**src/rtl/seq_mult_pkg.sv**
```systemverilog
// seq_mult_pkg: shared FSM state type and latency helper for seq_multiplier
package seq_mult_pkg;
  typedef enum logic [1:0] {IDLE, BUSY, DONE} seq_mult_state_t;
  function automatic int seq_mult_latency(input int w);
    return w + 1;
  endfunction
endpackage

```
**src/rtl/adder.sv**
```systemverilog
// adder: parallelism-bit adder, overflow discarded; ARCH_TYPE 1 forces ripple-carry
module adder #(
  parameter int parallelism = 32,
  parameter int ARCH_TYPE = 0
) (
  input  logic [parallelism-1:0] add1,
  input  logic [parallelism-1:0] add0,
  input  logic                   carry_in,
  output logic [parallelism-1:0] sum
);
  if (ARCH_TYPE == 1) begin : g_rca
    always_comb begin
      logic c;
      c = carry_in;
      sum = '0;
      for (int i = 0; i < parallelism; i++) begin
        sum[i] = add1[i] ^ add0[i] ^ c;
        c = (add1[i] & add0[i]) | (c & (add1[i] ^ add0[i]));
      end
    end
  end else begin : g_syn
    assign sum = add1 + add0 + {{(parallelism-1){1'b0}}, carry_in};
  end
endmodule

```
**src/rtl/seq_multiplier.sv**
```systemverilog
// seq_multiplier: radix-2 shift-and-add multiplier, W iterations through one W+1-bit adder.
// Define SEQ_MULT_SIGNED_EN for two's-complement operands and result.
module seq_multiplier
  import seq_mult_pkg::*;
#(
  parameter int parallelism = 32,
  parameter int ARCH_TYPE = 0
) (
  input  logic                       clk,
  input  logic                       rst,
  input  logic                       in_valid,
  output logic                       in_ready,
  input  logic [parallelism-1:0]     op_a,
  input  logic [parallelism-1:0]     op_b,
  output logic                       out_valid,
  input  logic                       out_ready,
  output logic [2*parallelism-1:0]   product
);
  localparam int W = parallelism;
  localparam int CW = $clog2(W);
  seq_mult_state_t state_q;
  logic [W-1:0] m_q, a_mag, b_mag;
  logic [2*W-1:0] p_q, next_p, res, product_q;
  logic [CW-1:0] cnt_q;
  logic fin_q, last;
  logic [W:0] sum;
  adder #(.parallelism(W + 1), .ARCH_TYPE(ARCH_TYPE)) u_adder (
    .add1({1'b0, p_q[2*W-1:W]}),
    .add0(p_q[0] ? {1'b0, m_q} : '0),
    .carry_in(1'b0),
    .sum(sum)
  );
  assign next_p = {sum, p_q[W-1:1]};
  assign last = cnt_q == CW'(W - 1);
`ifdef SEQ_MULT_SIGNED_EN
  logic sign_q;
  assign a_mag = op_a[W-1] ? -op_a : op_a;
  assign b_mag = op_b[W-1] ? -op_b : op_b;
  assign res = sign_q ? -next_p : next_p;
`else
  assign a_mag = op_a;
  assign b_mag = op_b;
  assign res = next_p;
`endif
  // fin_q adds one settle cycle after the last iteration so out_valid lands at accept+W+1
  always_ff @(posedge clk or posedge rst) begin
    if (rst) begin
      state_q <= IDLE;
      m_q <= '0;
      p_q <= '0;
      cnt_q <= '0;
      fin_q <= 1'b0;
      product_q <= '0;
`ifdef SEQ_MULT_SIGNED_EN
      sign_q <= 1'b0;
`endif
    end else if (state_q == IDLE && in_valid) begin
      m_q <= a_mag;
      p_q <= {{W{1'b0}}, b_mag};
      cnt_q <= '0;
      state_q <= BUSY;
`ifdef SEQ_MULT_SIGNED_EN
      sign_q <= op_a[W-1] ^ op_b[W-1];
`endif
    end else if (state_q == BUSY) begin
      if (fin_q) begin
        fin_q <= 1'b0;
        state_q <= DONE;
      end else begin
        p_q <= next_p;
        cnt_q <= last ? cnt_q : cnt_q + 1'b1;
        fin_q <= last;
        if (last) product_q <= res;
      end
    end else if (state_q == DONE && out_ready) begin
      state_q <= IDLE;
    end
  end
  assign in_ready = state_q == IDLE;
  assign out_valid = state_q == DONE;
  assign product = product_q;
endmodule

```
**config.mk**
```make
export PLATFORM = sky130hd
export DESIGN_NAME = seq_multiplier
export DESIGN_NICKNAME = d
export VERILOG_FILES = /design/src/rtl/seq_mult_pkg.sv /design/src/rtl/adder.sv /design/src/rtl/seq_multiplier.sv
export SDC_FILE = /design/constraint.sdc
export NUM_CORES = 1
export LEC_CHECK = 0
export CORE_MARGIN = 1
export CORE_UTILIZATION = 59
export CTS_CLUSTER_SIZE = 24
export DETAILED_ROUTE_END_ITERATION = 10
export GPL_TIMING_DRIVEN = 1
export MAX_ROUTING_LAYER = met4
export PLACE_DENSITY = 0.84
export SETUP_SLACK_MARGIN = 0.15
export SYNTH_ARGS = -nofsm -noshare
export SYNTH_HDL_FRONTEND = slang
export SYNTH_SLANG_ARGS = --single-unit
```
**constraint.sdc**
```tcl
create_clock -name clk -period 13.1 [get_ports clk]
set_input_delay 2.62 -clock clk [delete_from_list [all_inputs] [get_ports clk]]
set_output_delay 2.62 -clock clk [all_outputs]
set_load 0.02 [all_outputs]
```
==> flow_summary.toml <==
[yosys]
synthXorXnorAreaFrac_pct = 2.76
async_flop_share_pct = 100
ys_seq_elements = 168
seq_area_frac_synth_pct = 49.0
synth-edff-count = 0
synth_nets = 1114
synthesis.area_mm2 = 0.00858
yosys-top-cells-area = "dfrtp_1 49%, nand2_1 14%, ha_1 5.0%, o21ai_0 4.3%, a31oi_1 2.8%"
synth_area_leader_cell = "dfrtp_1"
yosys.area_share.simple_pct = 24.8
synth_top_cell_area_share_pct = 49.0
synth-compound-area-share_pct = 15.0
synth_flop_cell = "dfrtp_1"
synth.avg_cell_area_um2 = 8.48
netlist_instances = 1011
synthMuxAreaShare_pct = 0.117
synthDistinctLibCells = 53
ys_warn_count = 0
synth_top_family_by_area = "simple AND/OR/NAND/NOR gates"
synth_common_cells = "322 x nand2_1, 168 x dfrtp_1, 73 x o21ai_0, 57 x nor2_1, 49 x clkbuf_1"
yosysMostFrequentCell = "nand2_1"
synthAdderAreaFrac_pct = 5.19

[grt]
grt_pass1_vias = 7329
antenna_found_initial = 0
grt_pass1_wl_um = 34300
grt_max_degree = 118
track_usage_pct = 30.1
grt-ovfl-total = 0

[detailed_routing]
drtIter0Drc = 473
vias_per_cell = 5.76
vias = 7512
drc = 0
routed_wirelength_um = 20900
wl_per_cell_um = 16.0
first_pass_iters = 5
detail-route-antenna-nets = 0

[timing]
worst_pin_slew_ns = 1.06
fin_skew_ns = 0.00967
tns_ns = 0
slew_violations = 0
fin_crit_sh_pct = 33.2
setup_viol = 0
fin_crit_ns = 4.35
rsz0062_at_grt = "false"
fmax_ghz = 0.230
hold_violations = 0
slew_headroom_pct = 29.6

[critical_path]
crit_path_cell_trace = "inv_1 > nor2_1 > clkdlybuf4s50_1"
arrival_ns = 1.73
crit_path_end_kind = "output port"
max_stage_delay_ns = 0.62
path_max_fanout = 6
cpMaxStageDelayCell = "clkdlybuf4s50_1"
crit_type = "reg2out"
required_ns = 10.48
cp-start-kind = "flip-flop"

[cells_and_area]
area_growth_syn_to_layout_pct = 24.0
n_fill_cell = 1034
multiInputGateArea_mm2 = 0.00413
layout-drive-gt1-share_pct = 5.16
final-seq-area_mm2 = 0.00420
nets = 1215
finalInstanceArea_mm2 = 0.0106
antennaDiodeCount = 0

[clocking]
clock_sinks = 168
clk_pin_slew_worst_paths_ns = 0.06
cts.root.buffer_cell = "clkbuf_16"
clkLatencyLatePin_ns = 0.44
cts_setup_buffers = 0
numCtsBuffers = 17
cts_max_path_buffers = 2
cts_hold_buf = 0
cts_resized = 0
cts_tree = "built"
h-tree-depth = 4

[pwr]
p_leak_nw = 5.13
peakVddDrop_mv = 0.101
power.density_mw_per_mm2 = 103

[floorplanning]
chipHeight_um = 123
fp.dieW_um = 123
start_util_pct = 61.1
ioPinCount = 134
rows = 43
dieArea_mm2 = 0.0150
core_area_mm2 = 0.0140

[placement]
dpl-instance-area_mm2 = 0.00999
gp_congestion = 0.917
hpwl_um = 13300
numPortBuffers = 133

[hold_path]
hp-class = "reg2reg"

[flow_run]
drv_cap = 0

[status]
outcome = "complete, no violations"
cell type report:
class                      instances  area share (%)
tap                              180            2.12
clock buffer                      17            4.00
clock inverter                    15            1.99
sequential                       168            39.5
multi-input combinational        773            38.9
inverter                          12           0.471
timing repair buffer             140            13.0
stage by stage:
step                power (mW)  util, %  worst slack (ns)  hold WS (ns)  std cells
floorplan                0.536        -              5.93         0.437       1011
global placement         0.560     71.2              8.49         0.449       1273
detailed placement       0.560     71.2              8.46         0.454       1273
CTS                       1.10     75.7              8.73         0.470       1305
global route              1.12     75.7              8.67         0.492       1305
finish                    1.09     75.7              8.75         0.465       1305
path summary, 6_finish.rpt:
check                                   startpoint                      end  slack [ns]  cells after the start
max                         state_q[1]$_DFFE_PP0P_                out_valid        8.75                      3
min                        product[25]$_DFFE_PP0P_  product[25]$_DFFE_PP0P_        0.46                      2
max reg2reg                     p_q[0]$_DFFE_PP0P_  product[61]$_DFFE_PP0P_        9.52                     10
min reg2reg                product[25]$_DFFE_PP0P_  product[25]$_DFFE_PP0P_        0.46                      2
max in group asynchronous                      rst      m_q[21]$_DFFE_PP0P_        9.06                      3
min in group asynchronous                      rst       m_q[6]$_DFFE_PP0P_        2.79                      2
registers in the layout (all words and copies together), names as in the netlist:
register,cells
fin_q,1
product,64
m_q,32
p_q,64
cnt_q,5
state_q,2
metal layers:
metal | track usage, % | wire [um] | up-vias
met1 | 39.2 | 9280 | 3603
met4 | 11.8 | 535 | 0
met3 | 5.62 | 1020 | 51
met5 | - | 0 | -
li1 | - | - | 3618
met2 | 46.7 | 10100 | 240
report_power, final:
group	switching, mW	internal (mW)
combinational	0.0132	0.0177
clock	0.222	0.323
sequential	0	0.519
cell usage in the layout, fill, tap and decap left out, drive strengths merged, types with 2 or more instances in the layout:
master / n
inv: 18
or2: 3
dfrtp: 168
and3: 8
xor2: 19
clkinv: 3
clkdlybuf4s50: 133
xnor2: 8
clkinvlp: 2
o22ai: 2
a31oi: 39
o2111ai: 3
nand4: 14
bufinv: 4
or4: 2
o211ai: 5
buf: 7
a21oi: 45
and2: 33
o31ai: 2
a211oi: 2
or3: 4
nor2b: 3
o21ai: 82
a21o: 11
o311a: 3
ha: 34
nor2: 57
and4: 2
nand2: 322
clkbuf: 17
o21bai: 5
a211o: 2
nor3: 8
nand2b: 2
nand3: 41
critical path: cells and delay by family (launching register included):
family / cells / cell delay (ns)
buffers and inverters: 2 / 0.76
DFF: 1 / 0.44
and+or+nand+nor: 1 / 0.10
logic make-up (layout without fill, tap and decap cells):
kind of cell,after synthesis,in the layout
buffers and inverters,70,184
AND/OR/NAND/NOR,500,500
adder cells (fa/ha/maj),35,35
XOR/XNOR,27,27
AO/OA/AOI/OAI,210,210
multiplexers,1,1
flip-flops,168,168
Power figures use the tool's default switching activity.
